[src/rtl/sdram_load_arb_if.sv]
// Bundle of the loader, CPU and SDRAM client signals around sdram_load_arb.
// slave: the arbiter's view. master: the surrounding sources and controller.
interface sdram_load_arb_if;
   // ioctl ROM loader
   logic        ioctl_download;
   logic [7:0]  ioctl_index;
   logic        ioctl_wr;
   logic [24:0] ioctl_addr;
   logic [15:0] ioctl_dout;
   logic        ioctl_wait;
   // CPU bus
   logic        cpu_req;
   logic        cpu_we;
   logic [24:0] cpu_addr;
   logic [15:0] cpu_wdata;
   logic [1:0]  cpu_be;
   logic        cpu_ack;
   logic [15:0] cpu_rdata;
   // SDRAM client port
   logic        mem_req;
   logic        mem_we;
   logic [24:0] mem_addr;
   logic [15:0] mem_wdata;
   logic [1:0]  mem_be;
   logic        mem_ack;
   logic [15:0] mem_rdata;
   // load status
   logic [23:0] load_words;
   logic        load_done;
   logic        load_err;

   modport slave (
      input  ioctl_download, ioctl_index, ioctl_wr, ioctl_addr, ioctl_dout,
      output ioctl_wait,
      input  cpu_req, cpu_we, cpu_addr, cpu_wdata, cpu_be,
      output cpu_ack, cpu_rdata,
      output mem_req, mem_we, mem_addr, mem_wdata, mem_be,
      input  mem_ack, mem_rdata,
      output load_words, load_done, load_err
   );

   modport master (
      output ioctl_download, ioctl_index, ioctl_wr, ioctl_addr, ioctl_dout,
      input  ioctl_wait,
      output cpu_req, cpu_we, cpu_addr, cpu_wdata, cpu_be,
      input  cpu_ack, cpu_rdata,
      input  mem_req, mem_we, mem_addr, mem_wdata, mem_be,
      output mem_ack, mem_rdata,
      input  load_words, load_done, load_err
   );
endinterface

[src/rtl/sdram_load_arb.sv]
// Shares the single SDRAM client port between the HPS ROM loader and the CPU.
// Loader words are buffered one deep (ioctl_wait = buffer full) and take priority
// over the CPU whenever the port is idle; the CPU is locked out during a download.
module sdram_load_arb #(
   parameter logic [24:0] ROM_BASE_A = 25'h0000000,
   parameter logic [24:0] ROM_BYTES  = 25'h0100000,
   parameter bit          SWAP_BYTES = 1'b1
) (
   input logic             clk_sys,
   input logic             reset_n,
   sdram_load_arb_if.slave bus
);

   typedef enum logic [1:0] {StIdle, StLoad, StCpu} state_e;

   state_e      state_q;
   logic        pend_q;
   logic [23:0] ld_addr_q;   // word address, byte offset bit 0 dropped
   logic [15:0] ld_data_q;
   logic        dl_q;
   logic        load_done_q;
   logic        load_err_q;
   logic [23:0] load_words_q;

   logic        mem_req_q;
   logic        mem_we_q;
   logic [24:0] mem_addr_q;
   logic [15:0] mem_wdata_q;
   logic [1:0]  mem_be_q;
   logic        cpu_ack_q;
   logic [15:0] cpu_rdata_q;

   logic        wr_hit;
   logic        wr_accept;
   logic        wr_overrun;
   logic        dl_rise;
   logic        load_fin;
   logic [15:0] dout_sw;
   logic [24:0] cpu_addr_even;

   assign wr_hit     = bus.ioctl_wr & bus.ioctl_download & (bus.ioctl_index == 8'h00) &
                       (bus.ioctl_addr < ROM_BYTES);
   assign wr_accept  = wr_hit & ~pend_q;
   // Any strobe while the buffer is full is lost, whatever its target.
   assign wr_overrun = bus.ioctl_wr & pend_q;
   assign dl_rise    = bus.ioctl_download & ~dl_q;
   assign load_fin   = (state_q == StLoad) & bus.mem_ack;
   assign dout_sw    = SWAP_BYTES ? {bus.ioctl_dout[7:0], bus.ioctl_dout[15:8]}
                                  : bus.ioctl_dout;
   assign cpu_addr_even = bus.cpu_addr & ~25'h1;

   // Loader word buffer, download edge tracking and load statistics.
   always_ff @(posedge clk_sys or negedge reset_n) begin
      if (!reset_n) begin
         pend_q       <= 1'b0;
         ld_addr_q    <= '0;
         ld_data_q    <= '0;
         dl_q         <= 1'b0;
         load_done_q  <= 1'b0;
         load_err_q   <= 1'b0;
         load_words_q <= '0;
      end else begin
         dl_q        <= bus.ioctl_download;
         load_done_q <= dl_q & ~bus.ioctl_download;

         if (wr_accept) begin
            pend_q    <= 1'b1;
            ld_addr_q <= bus.ioctl_addr[24:1];
            ld_data_q <= dout_sw;
         end else if (load_fin) begin
            pend_q <= 1'b0;
         end

         if (dl_rise) begin
            load_words_q <= '0;
         end else if (load_fin && load_words_q != 24'hFFFFFF) begin
            load_words_q <= load_words_q + 24'd1;
         end

         if (wr_overrun) begin
            load_err_q <= 1'b1;
         end else if (dl_rise) begin
            load_err_q <= 1'b0;
         end
      end
   end

   // Port arbiter: grant in IDLE, hold the registered request until mem_ack.
   always_ff @(posedge clk_sys or negedge reset_n) begin
      if (!reset_n) begin
         state_q     <= StIdle;
         mem_req_q   <= 1'b0;
         mem_we_q    <= 1'b0;
         mem_addr_q  <= '0;
         mem_wdata_q <= '0;
         mem_be_q    <= '0;
         cpu_ack_q   <= 1'b0;
         cpu_rdata_q <= '0;
      end else begin
         cpu_ack_q <= 1'b0;
         unique case (state_q)
            StIdle: begin
               if (pend_q) begin
                  state_q     <= StLoad;
                  mem_req_q   <= 1'b1;
                  mem_we_q    <= 1'b1;
                  mem_be_q    <= 2'b11;
                  mem_addr_q  <= ROM_BASE_A + {ld_addr_q, 1'b0};
                  mem_wdata_q <= ld_data_q;
               // cpu_req is still up during its ack cycle; only re-grant after that.
               end else if (bus.cpu_req && !bus.ioctl_download && !cpu_ack_q) begin
                  state_q     <= StCpu;
                  mem_req_q   <= 1'b1;
                  mem_we_q    <= bus.cpu_we;
                  mem_be_q    <= bus.cpu_we ? bus.cpu_be : 2'b11;
                  mem_addr_q  <= cpu_addr_even;
                  mem_wdata_q <= bus.cpu_wdata;
               end
            end
            StLoad: begin
               if (bus.mem_ack) begin
                  state_q   <= StIdle;
                  mem_req_q <= 1'b0;
               end
            end
            StCpu: begin
               if (bus.mem_ack) begin
                  state_q   <= StIdle;
                  mem_req_q <= 1'b0;
                  cpu_ack_q <= 1'b1;
                  if (!mem_we_q) begin
                     cpu_rdata_q <= bus.mem_rdata;
                  end
               end
            end
            default: begin
               state_q   <= StIdle;
               mem_req_q <= 1'b0;
            end
         endcase
      end
   end

   assign bus.ioctl_wait = pend_q;
   assign bus.cpu_ack    = cpu_ack_q;
   assign bus.cpu_rdata  = cpu_rdata_q;
   assign bus.mem_req    = mem_req_q;
   assign bus.mem_we     = mem_we_q;
   assign bus.mem_addr   = mem_addr_q;
   assign bus.mem_wdata  = mem_wdata_q;
   assign bus.mem_be     = mem_be_q;
   assign bus.load_words = load_words_q;
   assign bus.load_done  = load_done_q;
   assign bus.load_err   = load_err_q;

endmodule

[src/flat_wrapper.sv]
// flat-port wrapper written by rule: the top's interface ports become plain ports
module sdram_load_arb_flat 
#(
   parameter logic [24:0] ROM_BASE_A = 25'h0000000,
   parameter logic [24:0] ROM_BYTES  = 25'h0100000,
   parameter bit          SWAP_BYTES = 1'b1
)
  (clk_sys, reset_n, bus_ioctl_download, bus_ioctl_index, bus_ioctl_wr, bus_ioctl_addr, bus_ioctl_dout, bus_ioctl_wait, bus_cpu_req, bus_cpu_we, bus_cpu_addr, bus_cpu_wdata, bus_cpu_be, bus_cpu_ack, bus_cpu_rdata, bus_mem_req, bus_mem_we, bus_mem_addr, bus_mem_wdata, bus_mem_be, bus_mem_ack, bus_mem_rdata, bus_load_words, bus_load_done, bus_load_err);
  sdram_load_arb_if bus_i ();
  input logic clk_sys;
  input logic reset_n;
  input wire logic [$bits(bus_i.ioctl_download)-1:0] bus_ioctl_download;
  input wire logic [$bits(bus_i.ioctl_index)-1:0] bus_ioctl_index;
  input wire logic [$bits(bus_i.ioctl_wr)-1:0] bus_ioctl_wr;
  input wire logic [$bits(bus_i.ioctl_addr)-1:0] bus_ioctl_addr;
  input wire logic [$bits(bus_i.ioctl_dout)-1:0] bus_ioctl_dout;
  output wire logic [$bits(bus_i.ioctl_wait)-1:0] bus_ioctl_wait;
  input wire logic [$bits(bus_i.cpu_req)-1:0] bus_cpu_req;
  input wire logic [$bits(bus_i.cpu_we)-1:0] bus_cpu_we;
  input wire logic [$bits(bus_i.cpu_addr)-1:0] bus_cpu_addr;
  input wire logic [$bits(bus_i.cpu_wdata)-1:0] bus_cpu_wdata;
  input wire logic [$bits(bus_i.cpu_be)-1:0] bus_cpu_be;
  output wire logic [$bits(bus_i.cpu_ack)-1:0] bus_cpu_ack;
  output wire logic [$bits(bus_i.cpu_rdata)-1:0] bus_cpu_rdata;
  output wire logic [$bits(bus_i.mem_req)-1:0] bus_mem_req;
  output wire logic [$bits(bus_i.mem_we)-1:0] bus_mem_we;
  output wire logic [$bits(bus_i.mem_addr)-1:0] bus_mem_addr;
  output wire logic [$bits(bus_i.mem_wdata)-1:0] bus_mem_wdata;
  output wire logic [$bits(bus_i.mem_be)-1:0] bus_mem_be;
  input wire logic [$bits(bus_i.mem_ack)-1:0] bus_mem_ack;
  input wire logic [$bits(bus_i.mem_rdata)-1:0] bus_mem_rdata;
  output wire logic [$bits(bus_i.load_words)-1:0] bus_load_words;
  output wire logic [$bits(bus_i.load_done)-1:0] bus_load_done;
  output wire logic [$bits(bus_i.load_err)-1:0] bus_load_err;
  assign bus_i.ioctl_download = bus_ioctl_download;
  assign bus_i.ioctl_index = bus_ioctl_index;
  assign bus_i.ioctl_wr = bus_ioctl_wr;
  assign bus_i.ioctl_addr = bus_ioctl_addr;
  assign bus_i.ioctl_dout = bus_ioctl_dout;
  assign bus_ioctl_wait = bus_i.ioctl_wait;
  assign bus_i.cpu_req = bus_cpu_req;
  assign bus_i.cpu_we = bus_cpu_we;
  assign bus_i.cpu_addr = bus_cpu_addr;
  assign bus_i.cpu_wdata = bus_cpu_wdata;
  assign bus_i.cpu_be = bus_cpu_be;
  assign bus_cpu_ack = bus_i.cpu_ack;
  assign bus_cpu_rdata = bus_i.cpu_rdata;
  assign bus_mem_req = bus_i.mem_req;
  assign bus_mem_we = bus_i.mem_we;
  assign bus_mem_addr = bus_i.mem_addr;
  assign bus_mem_wdata = bus_i.mem_wdata;
  assign bus_mem_be = bus_i.mem_be;
  assign bus_i.mem_ack = bus_mem_ack;
  assign bus_i.mem_rdata = bus_mem_rdata;
  assign bus_load_words = bus_i.load_words;
  assign bus_load_done = bus_i.load_done;
  assign bus_load_err = bus_i.load_err;
  sdram_load_arb #(.ROM_BASE_A(ROM_BASE_A), .ROM_BYTES(ROM_BYTES), .SWAP_BYTES(SWAP_BYTES)) u_core (.clk_sys(clk_sys), .reset_n(reset_n), .bus(bus_i));
endmodule
[config.mk]
export PLATFORM = sky130hd
export DESIGN_NAME = sdram_load_arb_flat
export DESIGN_NICKNAME = d
export VERILOG_FILES = /design/src/rtl/sdram_load_arb_if.sv /design/src/rtl/sdram_load_arb.sv /design/src/flat_wrapper.sv
export SDC_FILE = /design/constraint.sdc
export NUM_CORES = 1
export LEC_CHECK = 0
export ABC_AREA = 0
export CAP_MARGIN = 15
export CORE_MARGIN = 1.5
export CORE_UTILIZATION = 41
export DETAILED_ROUTE_END_ITERATION = 16
export MAX_ROUTING_LAYER = met4
export PLACE_DENSITY = 0.77
export SETUP_SLACK_MARGIN = 0.5
export SLEW_MARGIN = 0
export SYNTH_ARGS = -nofsm -noshare
export SYNTH_HDL_FRONTEND = slang
export SYNTH_SLANG_ARGS = --single-unit
[constraint.sdc]
create_clock -name clk_sys -period 1.8 [get_ports clk_sys]
set_input_delay 0.36 -clock clk_sys [delete_from_list [all_inputs] [get_ports clk_sys]]
set_output_delay 0.36 -clock clk_sys [all_outputs]
set_load 0.03 [all_outputs]
# Word level (Yosys, flattened, before mapping)

Index checks and enable logic that the tools add are counted.

Input port bits: 115
Word-level logic and storage cells: 74
Register bits after elaboration: 132

$lt $le $gt $ge: 1
Muxes and demuxes: 25
Bitwise gates (word level): 12
Reduce and logical (&&, ||, !) cells: 15
$add $sub $neg: 1
Equality and inequality tests: 5

Operators with widths:

| cell                                                                           | number |
|---|---|
| 25-bit two-way mux                                                             | 2 |
| 24-bit two-way mux                                                             | 2 |
| 16-bit two-way mux                                                             | 2 |
| 25-bit by 21-bit less-than comparator with 1-bit output, second input constant | 1 |
| 24-bit by 1-bit adder with 24-bit output, second input constant                | 1 |
| 24-bit inequality test, second input constant                                  | 1 |
| 2-bit two-way mux                                                              | 6 |
| 1-bit two-way mux                                                              | 11 |
| 1-bit AND                                                                      | 8 |
| 8-bit zero test                                                                | 1 |
| 2-bit nonzero test                                                             | 4 |
| 1-bit NOT                                                                      | 4 |
| 2-bit case mux with 2 select lines                                             | 1 |
| 2-bit AND reduction                                                            | 2 |
| 1-bit logical AND                                                              | 3 |
| 3-bit by 1-bit inequality test with 1-bit output, second input constant        | 1 |
| 3-bit AND reduction                                                            | 1 |
| 2-bit by 1-bit == test with 1-bit output, second input constant                | 1 |
| 2-bit == test, second input constant                                           | 1 |
| 1-bit zero test                                                                | 2 |
| 2-bit zero test                                                                | 1 |
| 2-bit by 1-bit inequality test with 1-bit output, second input constant        | 1 |
| 1-bit case mux with 2 select lines                                             | 1 |
| 2-bit OR reduction                                                             | 1 |

# Logic depth before layout (Yosys ltp)

Gate-level depths: netlist of run 1.

Depth after elaboration: 6
Depth in mapped cells: 8

# Worst setup path after synthesis of run 1

OpenSTA, ideal clock, no wires.

Kind: register to register
Start: reg u_core.load_words_q[8] (netlist: u_core.bus.load_words[8])
End: reg u_core.load_words_q[21] (netlist: u_core.bus.load_words[21])
Arrival time: 1,913 ps
Path slack: -191 ps
Clock period less this slack: 1,991 ps
Stages on the path, launching flop included: 8
Cell sequence: dfrtp_1 -> and3_4 -> and4_1 -> buf_6 -> and3_4 -> buf_6 -> or4_1 -> a21oi_1

Word-level cells in the longest chain between the ends: 3
Elaborated cells on any way between the ends: 6
Those cells by class: add/sub: 1; eq/ne: 1; mux: 2; reduce/logical: 2

RTL lines:

| item                                                                               | line                                       | source |
|---|---|---|
| from (decl)                                                                        | sdram_load_arb.sv:23                       | `logic [23:0] load_words_q;` |
| from (signal assigned)                                                             | sdram_load_arb.sv:77                       | `load_words_q <= load_words_q + 24'd1;` |
| 24-bit by 1-bit adder with 24-bit output or 24-bit inequality test (tied branches) | sdram_load_arb.sv:77, sdram_load_arb.sv:76 |  |
| 24-bit two-way mux or 1-bit logical AND (tied branches)                            | sdram_load_arb.sv:76                       | `end else if (load_fin && load_words_q != 24'hFFFFFF) begin` |
| 24-bit two-way mux or 2-bit nonzero test (tied branches)                           | n/a                                        |  |

Parallel ways exist; a longest one is shown, timed or not. The select of a mux whose other input is x is not followed.
A chain may end at the register's enable or synchronous reset.

# Worst setup path in the final report of run 1

Start: reg u_core.load_words_q[5] (netlist: u_core.bus.load_words[5])
End: reg u_core.load_words_q[11] (netlist: u_core.bus.load_words[11])

The elaborated chain is that of the path after synthesis.

==> run_results.csv, run 1 <==
group,metric,value,unit
run_status,status,"complete, but fails checks",
run_status,violations,"negative setup slack",
sta,rsz0062_at_grt,"yes",
sta,drv_slew,0,
synth,syn-instance-count,498,
setup_path,endpoint_kind,"register",
floorplanning,start_util,41.8,%
grt,grt_pass1_vias,5388,
final_layout,area_delta_synth_final,91.2,%
synth,syn-cell-area,5760,um2
final_layout,final_util,79.9,%
floorplanning,io-pin-count,204,
placement,hpwl,10600,um
final_layout,antenna_cells,0,
grt,grt_antenna_before_repair,0,
drt,final_antenna_net_count,0,
hold_path,hold_depth,2,
sta,setup_viol,1,
power_and_ir_drop,ir_drop,0.000956,V
clock_tree,cts_buffers,17,
setup_path,rr_endpoint,"u_core.bus.load_words[11]",
floorplanning,core_area,13800,um2
drt,drtPass1Iterations,5,
hold_path,hold_path.class,"in2reg",
synth,ys_ff_latch,131,
synth,synth_nets,617,
clock_tree,htreeDepth,4,
setup_path,cp-start-kind,"register",
setup_path,crit_type,"reg2reg",
sta,skew,12.3,ps
sta,worst_slack,-50.2,ps
setup_path,r2r-start,"u_core.bus.load_words[5]",
floorplanning,rows,43,
sta,finalCriticalPeriod,1850,ps
floorplanning,die_w,122,um
drt,wirelength,22000,um
setup_path,required,2130,ps
synth,synth_cell_types,44,
hold_path,hold-path-endpoint,"u_core.dl_q",
placement,gp_congestion,0.839,
sta,final-hold-violation-count,0,
setup_path,crit_fanout,6,
clock_tree,cts_root_buf,"clkbuf_16",
setup_path,reg2reg_slack,-50,ps
grt,grt_use_total,24.0,%
sta,fmax,540,MHz
sta,finalCritPeriodShare,103,%
floorplanning,die-height,122,um
synth,yosysWarnings,0,
hold_path,hold_start,"bus_ioctl_download",
setup_path,arrival,2180,ps
grt,grt-ovfl-total,0,
final_layout,final_nets,959,
setup_path,worstRegToRegCells,6,
synth,seq_area_frac_synth,56.9,%
run,maxCapViolCount,0,
drt,drc_errors,0,
final_layout,final_layout_size_suffix_gt1_share,55.8,%
drt,wire_per_inst,21.3,um
grt,grt_pass1_wl,26300,um
drt,drtIter0Drc,448,
clock_tree,cts_tree,"built",
power_and_ir_drop,leakage,5.10,nW
drt,via_per_inst,5.47,
clock_tree,clockBufferDepth,2,
clock_tree,insertion_delay,430,ps
sta,setup_tns,-50.2,ps
grt,grt_max_degree,74,
power_and_ir_drop,power_density,1250,nW/um2
clock_tree,clk_pin_slew_worst_paths,60,ps
clock_tree,cts_sinks,131,
placement,dp_slack,-449,ps
drt,vias,5649,
synth,syn_avg_cell_area,11.6,um2
floorplanning,dieArea,14800,um2
placement,portBuffers,200,
where the power goes:
part,switching (W),internal [W]
clock,0.00134,0.00202
sequential,0.000603,0.00362
combinational,0.00299,0.00320
total,0.00493,0.00884
sequential cells by signal (all words and copies together) (netlist names):
signal / flops
u_core.ld_data_q: 16
u_core.bus.load_err: 1
u_core.bus.load_words: 24
u_core.bus.ioctl_wait: 1
u_core.bus.mem_addr: 24
u_core.bus.mem_be: 2
u_core.bus.mem_we: 1
u_core.ld_addr_q: 24
u_core.bus.cpu_rdata: 16
u_core.bus.cpu_ack: 1
u_core.state_q: 2
u_core.bus.mem_req: 1
u_core.bus.load_done: 1
u_core.bus.mem_wdata: 16
u_core.dl_q: 1
layout make-up:
cell class,instances,area (um2)
clock buffer,22,474
clock inverter,10,98.8
fill,761,2760
inverter,5,18.8
multi-input combinational,335,3110
sequential,131,3300
tap,180,225
timing repair buffer,350,3790
per-layer routing:
metal | share of wire (%) | global-route usage (%) | vias to the layer above
met2 | 54 | 41.3 | 276
met1 | 38 | 25.8 | 2841
met3 | 5.6 | 5.92 | 59
li1 | - | - | 2473
met4 | 3.0 | 12.1 | 0
met5 | 0 | - | -
worst max path at each step:
| stage | startpoint | endpoint | slack, ps |
|---|---|---|---|
| 5_1_grt | u_core.bus.load_words[5] | u_core.bus.load_words[11] | -60 |
| 4_1_cts | u_core.state_q[1] | u_core.bus.load_words[17] | 130 |
| 2_1_floorplan | u_core.bus.load_words[9] | u_core.bus.load_words[0] | -70 |
| 3_5_place_dp | bus_ioctl_wr | u_core.ld_addr_q[5] | -450 |
| 6_report | u_core.bus.load_words[5] | u_core.bus.load_words[11] | -50 |
| 3_3_place_gp | bus_ioctl_wr | u_core.ld_addr_q[4] | -370 |
worst max-delay path, stage by stage, from the launching register on:
cell     delay (ps)
dfrtp_2         400
and3_4          260
and2_4          210
buf_4           170
nand4_1         160
or3_1           390
a21oi_1         180
per-stage QoR:
step | hold slack, ps | cells | power (W) | cell area (um2)
2_1_floorplan | 64.4 | 498 | 0.00634 | 5990
5_1_grt | 411 | 1033 | 0.0143 | 11000
3_5_place_dp | 397 | 878 | 0.00831 | 8270
3_3_place_gp | 393 | 878 | 0.00819 | 8270
4_1_cts | 421 | 964 | 0.0122 | 9550
6_report | 397 | 1033 | 0.0138 | 11000
cell usage in the layout (no fill, tap or decap), types with 13 or more instances in the layout:
cell type and count:
mux2_2 35, buf_4 93, mux2i_1 38, buf_6 113, clkbuf_16 30, o21ai_1 19, nand2_1 13, mux2_4 16
nand2_4 25, dfrtp_2 18, dfrtp_1 113, nand2_2 20, clkdlybuf4s50_1 109, o21ai_2 33
repair_timing:
action,4_1_cts,5_1_grt
setup endpoints to repair,214,216
resized for setup,644,192
buffers inserted,47,50
pin swaps,21,81
endpoints found under the hold margin,125,0
hold buffers,1,0
gates cloned,6,19
cell families after synthesis:
kind of cell,share of synthesized area (%)
simple gates,12.8
flops,56.9
mux,16.9
compound gates,8.45
buf+inv,2.87
xor+xnor,1.06
fa+ha+maj,0.869
other cells,0.0651
cells in the mapped netlist:
cell      number  area share [%]
a22o_1         1            0.15
conb_1         1           0.065
and3_4         3            0.59
buf_4          1            0.13
ha_1           4            0.87
o21a_1         2            0.26
and4_1         5            0.76
o22a_1         1            0.15
nand3b_1       1            0.13
a21oi_1       17             1.5
nor4bb_1       1            0.17
a211oi_1       3            0.39
or3_1          9            0.98
and2_0         1            0.11
a32o_1         1            0.17
mux2i_1       40             7.0
nand3_1        4            0.35
or4_1          5            0.65
a22oi_1        1            0.13
o21ai_1        1           0.087
buf_6          3            0.59
mux2_2        51              10
nor2b_1        2            0.22
inv_1          5            0.33
a31oi_1        3            0.33
o211ai_1       1            0.13
nand4b_2       1            0.26
o31ai_1        3            0.39
xor2_1         2            0.30
nor3_1         2            0.17
and3_1         4            0.43
o21ai_0       55             4.8
buf_2          3            0.26
nand2b_1       5            0.54
nand4_1       11             1.2
xnor2_1        5            0.76
and2_1        10             1.1
nor4_1         4            0.43
nor2_1        11            0.72
buf_1          2            0.13
dfrtp_1      131              57
nand2_1       58             3.8
clkbuf_1      22             1.4
nor3b_1        2            0.26
(Power assumes the default switching activity.)
==> run 2: changes to the inputs <==
- CORE_UTILIZATION: 41 -> 49
- CTS_CLUSTER_DIAMETER: not set -> 60
- PLACE_DENSITY: 0.77 -> not set
- PLACE_DENSITY_LB_ADDON: not set -> 0.05
- clock period: 1.8 -> 2.32 ns (I/O delays scaled with it)
==> run 2 against run 1 <==
  * The flow now finishes without violations
  * Power decreased by 40%
  * Global-route usage increased by 1.0 points
  * Die area decreased by 16%
  * Critical path type is now reg2out
==> run_results.csv, run 2 (synthesized netlist as in run 1, its figures left out) <==
group,metric,value,unit
run_status,status,"complete, no violations",
floorplanning,start_util,50.4,%
setup_path,endpoint_kind,"output port",
grt,grt_pass1_vias,4812,
power_and_ir_drop,ir_drop,0.000798,V
drt,wire_per_inst,17.1,um
setup_path,crit_family,"flip-flops",
drt,drc_errors,0,
clock_tree,cts_buffers,17,
sta,setup_viol,0,
setup_path,cp_slowest_stage_delay,490,ps
floorplanning,core_area,11400,um2
clock_tree,cts_tree,"built",
power_and_ir_drop,power.internal,0.00540,W
sta,drv_slew,0,
sta,fmax,558,MHz
sta,finalCritPeriodShare,77.2,%
grt,grt_pass1_wl,23600,um
drt,via_per_inst,5.46,
power_and_ir_drop,power_switching,0.00288,W
sta,setup_tns,0,ps
power_and_ir_drop,swShare,34.8,%
final_layout,antenna_cells,0,
placement,dpl_cell_area,7980,um2
final_layout,stdcell_area,8640,um2
sta,whs,376,ps
floorplanning,io-pin-count,204,
grt,grt_use_total,25.0,%
placement,portBuffers,200,
setup_path,required,1860,ps
grt,grt_max_degree,57,
sta,finalCriticalPeriod,1790,ps
drt,wirelength,14800,um
sta,skew,4.74,ps
setup_path,path_cells,"clkdlybuf4s15_1",
setup_path,crit_type,"reg2out",
final_layout,final_layout_size_suffix_gt1_share,18.5,%
floorplanning,dieArea,12400,um2
final_layout,final_nets,833,
clock_tree,insertion_delay,420,ps
clock_tree,clk_pin_slew_worst_paths,50,ps
sta,final-hold-violation-count,0,
drt,final_antenna_net_count,0,
drt,drtIter0Drc,173,
floorplanning,die_w,111,um
drt,vias,4736,
setup_path,worst-path-buf-inv,1,
power_and_ir_drop,comb_power_share,32.9,%
power_and_ir_drop,seqPwrFrac,37.0,%
drt,drtPass1Iterations,4,
floorplanning,die-height,111,um
clock_tree,cts_sinks,131,
setup_path,crit_fanout,7,
final_layout,layout_common_cells,"dfrtp_1, clkdlybuf4s50_1, dlygate4sd2_1",
power_and_ir_drop,leakage,4.08,nW
clock_tree,clockBufferDepth,2,
placement,gp_congestion,0.807,
grt,grt_antenna_before_repair,0,
grt,grt-ovfl-total,0,
setup_path,slowest_stage,"dfrtp_1",
hold_path,hold_path.class,"in2reg",
final_layout,final_util,75.6,%
placement,hpwl,10000,um
clock_tree,htreeDepth,4,
power_and_ir_drop,pwr-share-clk,30.1,%
final_layout,final_common_cell,"dfrtp_1",
floorplanning,rows,39,
final_layout,area_delta_synth_final,50.0,%
setup_path,arrival,1330,ps
sta,rsz0062_at_grt,"no",
setup_path,cp-start-kind,"register",
power_and_ir_drop,power_density,958,nW/um2
clock_tree,cts_root_buf,"clkbuf_16",
run,maxCapViolCount,0,
[run 2: worst paths after layout]
kind                                           startpoint                   endpoint  slack (ps)  cells past startpoint
worst max-delay path            u_core.bus.load_words[14]         bus_load_words[14]         530                      1
worst min-delay path                   bus_ioctl_download                u_core.dl_q         380                      2
worst max register to register          u_core.state_q[1]  u_core.bus.load_words[20]         550                      6
worst min register to register    u_core.bus.mem_addr[12]    u_core.bus.mem_addr[12]         470                      2
max in group asynchronous                         reset_n   u_core.bus.load_words[7]        1180                      3
min in group asynchronous                         reset_n  u_core.bus.load_words[22]         520                      2
[run 2: through the flow]
step	power [W]	instances	setup slack (ps)
6_report	0.00827	868	529
5_1_grt	0.00867	868	462
4_1_cts	0.00834	858	480
3_5_place_dp	0.00620	827	58.1
3_3_place_gp	0.00611	827	94.0
2_1_floorplan	0.00469	498	453
[run 2: what timing repair did]
action | 4_1_cts | 5_1_grt
gates cloned | 0 | 5
pin swaps | 0 | 3
resized for setup | 95 | 23
hold endpoints to repair | 26 | 0
setup buffers | 0 | 5
hold buffers | 1 | 0
endpoints found under the setup margin | 116 | 75
[run 2: layout make-up]
type,instances,area [um2]
Timing Repair Buffer,225,2160
Clock buffer,25,505
Tap cell,143,179
Clock inverter,5,50.0
Sequential cell,131,3290
Fill cell,832,2780
Multi-Input combinational cell,334,2430
Inverter,5,18.8
[run 2: power groups by stage]
| stage | sequential, W | combinational (W) | clock (W) |
|---|---|---|---|
| finish | 0.00306 | 0.00272 | 0.00249 |
| global route | 0.00313 | 0.00291 | 0.00264 |
| CTS | 0.00307 | 0.00274 | 0.00253 |
| detailed placement | 0.00312 | 0.00308 | 0 |
| global placement | 0.00309 | 0.00302 | 0 |
| floorplan | 0.00412 | 0.000569 | 0 |
[run 2: per-layer routing]
metal / GRT usage [%] / part of all wire (%) / up-vias
met4: 11.1 / 2.9 / 0
met1: 28.8 / 40 / 2313
met2: 40.8 / 50 / 191
met3: 7.35 / 7.2 / 32
met5: - / 0 / -
li1: - / - / 2200
